[config.mk]
export PLATFORM = sky130hd
export DESIGN_NAME = uart_tx_fifo
export DESIGN_NICKNAME = d
export VERILOG_FILES = /design/src/rtl/uart_tx_fifo.sv
export SDC_FILE = /design/constraint.sdc
export NUM_CORES = 1
export LEC_CHECK = 0
export BUFFER_PORTS_ARGS = -buffer_cell sky130_fd_sc_hd__buf_4
export CAP_MARGIN = 20
export CORE_ASPECT_RATIO = 1.2
export CORE_MARGIN = 3
export CORE_UTILIZATION = 30
export DETAILED_ROUTE_END_ITERATION = 12
export GPL_TIMING_DRIVEN = 0
export REMOVE_ABC_BUFFERS = 1
export SETUP_SLACK_MARGIN = 0.15
export SLEW_MARGIN = 5
export SYNTH_ARGS = -nofsm -noshare
export SYNTH_HDL_FRONTEND = slang
export SYNTH_SLANG_ARGS = --single-unit
export TNS_END_PERCENT = 100
[constraint.sdc]
create_clock -name clk -period 12.8 [get_ports clk]
set_clock_uncertainty 0.1 [all_clocks]
set_input_delay 1.28 -clock clk [delete_from_list [all_inputs] [get_ports clk]]
set_output_delay 1.28 -clock clk [all_outputs]
set_load 0.02 [all_outputs]
[src/rtl/uart_tx_fifo.sv]
// uart_tx_fifo: byte buffer between the core and the UART transmitter.
// Circular storage feeds a registered AXI-stream output stage; an optional
// carriage return is inserted ahead of every line feed.
`timescale 1ns/1ps

module uart_tx_fifo #(
   parameter int DEPTH = 16,
   parameter bit CRLF  = 1'b1
) (
   input  logic                     clk,
   input  logic                     nrst,
   input  logic [7:0]               wr_data,
   input  logic                     wr_en,
   output logic                     full,
   output logic [$clog2(DEPTH):0]   count,
   output logic                     overflow,
   input  logic                     flush,
   output logic [7:0]               m_axis_tdata,
   output logic                     m_axis_tvalid,
   input  logic                     m_axis_tready
);

   localparam int            AW     = $clog2(DEPTH);
   localparam logic [AW:0]   C_FULL = (AW+1)'(DEPTH);
   localparam logic [7:0]    C_LF   = 8'h0A;
   localparam logic [7:0]    C_CR   = 8'h0D;

   typedef enum logic [1:0] {
      ST_EMPTY  = 2'd0,
      ST_DATA   = 2'd1,
      ST_CR_INS = 2'd2
   } state_t;

   logic [7:0]    r_mem [DEPTH];
   logic [AW-1:0] r_wr_ptr;
   logic [AW-1:0] r_rd_ptr;
   logic [AW:0]   r_count;
   logic          r_overflow;
   logic [7:0]    r_tdata;
   state_t        r_state;
   state_t        w_state_next;

   logic          w_full;
   logic          w_empty;
   logic          w_xfer;
   logic          w_wr_acc;
   logic          w_pop;
   logic          w_load;
   logic [7:0]    w_head;
   logic [7:0]    w_load_data;

   // Acceptance is decided on the current-cycle fill level, so a pop in the
   // same cycle never makes room for a write that arrived while full.
   assign w_full   = (r_count == C_FULL);
   assign w_empty  = (r_count == '0);
   assign w_xfer   = (r_state != ST_EMPTY) && m_axis_tready;
   assign w_wr_acc = wr_en && !w_full;
   assign w_head   = r_mem[r_rd_ptr];

   assign full          = w_full;
   assign count         = r_count;
   assign overflow      = r_overflow;
   assign m_axis_tdata  = r_tdata;
   assign m_axis_tvalid = (r_state != ST_EMPTY);

   // Next output-stage state: decide whether to load the output register,
   // what to load, and whether the head byte leaves storage.
   always_comb begin
      w_state_next = r_state;
      w_load       = 1'b0;
      w_load_data  = r_tdata;
      w_pop        = 1'b0;
      case (r_state)
         ST_CR_INS: begin
            // The held CR was taken; the LF it guards is still at the head.
            // Reload it directly so it is not expanded a second time.
            if (w_xfer) begin
               w_load       = 1'b1;
               w_load_data  = C_LF;
               w_pop        = 1'b1;
               w_state_next = ST_DATA;
            end
         end
         default: begin
            if (!w_empty && (r_state == ST_EMPTY || w_xfer)) begin
               w_load = 1'b1;
               if (CRLF && w_head == C_LF) begin
                  w_load_data  = C_CR;
                  w_state_next = ST_CR_INS;
               end else begin
                  w_load_data  = w_head;
                  w_pop        = 1'b1;
                  w_state_next = ST_DATA;
               end
            end else if (w_xfer) begin
               w_state_next = ST_EMPTY;
            end
         end
      endcase
   end

   // Control state: pointers, fill level, sticky overflow, output stage.
   always_ff @(posedge clk or negedge nrst) begin
      if (!nrst) begin
         r_wr_ptr   <= '0;
         r_rd_ptr   <= '0;
         r_count    <= '0;
         r_overflow <= 1'b0;
         r_tdata    <= 8'h00;
         r_state    <= ST_EMPTY;
      end else if (flush) begin
         r_wr_ptr   <= '0;
         r_rd_ptr   <= '0;
         r_count    <= '0;
         r_overflow <= 1'b0;
         r_state    <= ST_EMPTY;
      end else begin
         if (wr_en && w_full) begin
            r_overflow <= 1'b1;
         end
         if (w_wr_acc) begin
            r_wr_ptr <= r_wr_ptr + AW'(1);
         end
         if (w_pop) begin
            r_rd_ptr <= r_rd_ptr + AW'(1);
         end
         if (w_wr_acc && !w_pop) begin
            r_count <= r_count + (AW+1)'(1);
         end else if (!w_wr_acc && w_pop) begin
            r_count <= r_count - (AW+1)'(1);
         end
         if (w_load) begin
            r_tdata <= w_load_data;
         end
         r_state <= w_state_next;
      end
   end

   // Storage array: write-only here, read into the output register above.
   always_ff @(posedge clk) begin
      if (nrst && !flush && w_wr_acc) begin
         r_mem[r_wr_ptr] <= wr_data;
      end
   end

endmodule

==> results.json <==
{
  "power.share.combinational_pct": 26.4,
  "timing.final.crit_share_pct": 40.7,
  "synth.most_common_cell": "edfxtp_1",
  "coreArea_um2": 21200,
  "viasPerCell": 4.99,
  "synth_flop_cell": "edfxtp_1",
  "synth-edff-count": 128,
  "synth_top_cell_area_share_pct": 58.8,
  "hp-start": "m_axis_tdata[0]",
  "cap_violations": 0,
  "grt_pass1_vias": 3673,
  "grtUsageTotal_pct": 11.5,
  "ys_warn_count": 0,
  "fin_setup_tns_ps": 0,
  "setup_viol": 0,
  "p_clk_share_pct": 31.8,
  "drc_errors": 0,
  "critPathTopFamily": "compound AO/OA/AOI/OAI gates",
  "antenna_found_initial": 0,
  "yosys-top-cells-count": "edfxtp_1, nand2_1, dfrtp_1",
  "nFillCells": 1986,
  "cp_max_fo": 23,
  "swShare_pct": 30.2,
  "whs_path_depth": 2,
  "grt_max_degree": 32,
  "seq_area_frac_synth_pct": 68.0,
  "area_growth_pct": 15.8,
  "cp.depth": 14,
  "n_antenna_cell": 0,
  "pre_cts_slack_ps": 7560,
  "synth_cells": 400,
  "yosysUniqueCellTypes": 51,
  "final-hold-violation-count": 0,
  "root_buffer": "clkbuf_16",
  "syn_avg_cell_area_um2": 16.3,
  "cp.required_ps": 13050,
  "internal-power_mw": 1.02,
  "drt_iter0_drc": 165,
  "max_freq_mhz": 192,
  "synth_seq_cells": 152,
  "std_cell_rows": 58,
  "cp.arrival_ps": 5460,
  "routedWlPerCell_um": 18.5,
  "post_route_cells_drive_above_1_share_pct": 19.8,
  "start_kind": "register",
  "postRouteAntennaNets": 0,
  "rrSetupSlack_ps": 7590,
  "drv_slew": 0,
  "min_period_ps": 5210,
  "vias": 3564,
  "grt_pass1_wl_um": 20700,
  "ir_drop_mv": 0.0828,
  "firstDrtPassIters": 4,
  "power.switching_uw": 440,
  "grt_setup_unrepaired": "no",
  "cts_sinks": 152,
  "path_cells": "buf_12 -> mux4_1 -> a22oi_1 -> nand3_1 -> nand4bb_1 -> o41ai_4 -> nand2_1 -> fa_1 -> a21o_1 -> a21oi_1 -> nor2_1 -> and2_1 -> a221o_1 -> a21oi_2",
  "wl_um": 13200,
  "cts_buffers": 17,
  "timing.rr.end": "count[4]",
  "relSlewSlack_pct": 41.1,
  "h-tree-depth": 4,
  "place_congestion": 0.753,
  "r2r_start": "r_rd_ptr[0]",
  "start_util_pct": 30.8,
  "ios": 29,
  "cts_resized": 0,
  "syn-cell-area_um2": 6540,
  "cts.path.max_buffers": 2,
  "final_core_util_pct": 35.7,
  "cts_hold_buf": 0,
  "die_w_um": 141,
  "cp_num_buf_inv": 1,
  "place_area_um2": 7020,
  "p_leak_nw": 2.59,
  "clkTransAtPathRegs_ps": 60,
  "reg2reg_depth": 14,
  "setup_ws_ps": 7590,
  "powerDensity_nw_per_um2": 192,
  "critPathSlowestCell": "dfrtp_2",
  "yosysTopAreaCell": "edfxtp_1",
  "synthTopCellsByArea": "edfxtp_1, dfrtp_1, mux4_2, mux4_1, mux2i_1",
  "critPathCaptureType": "register",
  "worst_pin_slew_ps": 880,
  "die_area_um2": 23600,
  "worstHoldEndpoint": "m_axis_tdata[0]",
  "io_buffer_count": 28,
  "hold_class": "reg -> reg",
  "grt_overflow": 0,
  "slowest_delay_ps": 800,
  "status": "finished clean",
  "stdcell_area_um2": 7570,
  "async_reset_ff_share_pct": 15.8,
  "die_h_um": 168,
  "final_nets": 455,
  "cts_post_setup_buffers_inserted": 0,
  "place_hpwl_um": 9150,
  "cts_tree": "yes",
  "insertion_delay_ps": 420,
  "power_frac_seq_pct": 41.8,
  "crit_type": "reg -> reg"
}
-- per-layer routing --
| layer | global-route usage, % | part of all wire (%) |
|---|---|---|
| met3 | 3.54 | 5.2 |
| met2 | 18.9 | 51 |
| met5 | 0 | 0 |
| met1 | 14.0 | 43 |
| met4 | 5.23 | 1.4 |
-- metrics by stage --
step / total power, mW / instances / hold slack, ps
2_1_floorplan: 0.869 / 378 / 415
3_3_place_gp: 0.981 / 676 / 366
3_5_place_dp: 1.01 / 683 / 371
4_1_cts: 1.47 / 714 / 385
5_1_grt: 1.53 / 714 / 413
6_report: 1.46 / 714 / 378
-- cell families after synthesis --
| logic type | count (synthesis) | share of synthesized area (%) |
|---|---|---|
| and+or+nand+nor | 107 | 8.40 |
| buffers and inverters | 30 | 2.85 |
| DFF | 152 | 68.0 |
| adders and majority gates | 11 | 2.18 |
| AOI/OAI and AO/OA | 50 | 5.70 |
| muxes | 43 | 11.7 |
| xor gates and xnor gates | 7 | 1.15 |
-- flip-flops by register name (all words and copies together), names as in the netlist --
name          flops
r_mem           128
m_axis_tdata      8
r_rd_ptr          4
r_wr_ptr          4
r_state           2
overflow          1
count             5
-- area by class of cell --
type                    instances  area [um^2]  area share, %
multi-input cells             218         1920           25.3
flip-flops and latches        152         4450           58.7
clock inverters                14          128           1.69
inverters                       8         30.0          0.397
clock buffers                  17          425           5.62
well taps                     270          338           4.46
repair buffers                 35          289           3.82
-- worst max-delay path by stage --
stage                            from       end  slack (ps)
after floorplan           r_rd_ptr[0]  count[4]        7010
after global placement    r_rd_ptr[0]  count[4]        5570
after detailed placement  r_rd_ptr[0]  count[4]        7560
after CTS                 r_rd_ptr[0]  count[4]        7540
after global routing      r_rd_ptr[0]  count[4]        7210
final                     r_rd_ptr[0]  count[4]        7590
-- placed cells by master, fill, tap and decap left out, drive strengths merged, types with 5 or more instances in the layout --
| master | Yosys | layout |
|---|---|---|
| mux2i | 18 | 18 |
| ha | 9 | 9 |
| nor2b | 5 | 5 |
| nand2 | 28 | 28 |
| nor2 | 23 | 23 |
| nand3 | 11 | 11 |
| clkbuf | 8 | 17 |
| buf | 14 | 35 |
| a22o | 5 | 5 |
| a221oi | 9 | 9 |
| nor3 | 8 | 8 |
| clkinv | 0 | 6 |
| inv | 8 | 11 |
| mux4 | 24 | 24 |
| a21oi | 10 | 10 |
| edfxtp | 128 | 128 |
| dfrtp | 24 | 24 |
| a22oi | 8 | 8 |
| o21ai | 9 | 9 |
| nand2b | 5 | 5 |
-- power by group through the flow --
stage / clock network (mW) / logic, mW / registers, mW
global route: 0.493 / 0.421 / 0.614
global placement: 0 / 0.342 / 0.639
CTS: 0.474 / 0.390 / 0.609
finish: 0.463 / 0.385 / 0.609
detailed placement: 0 / 0.388 / 0.620
floorplan: 0 / 0.227 / 0.642
-- worst min-delay path: cells and delay by family (launching register included) --
family	cells	cell delay, ps
simple gates	2	100
flops	1	340
Note: power is estimated with default switching activity, not from simulation.
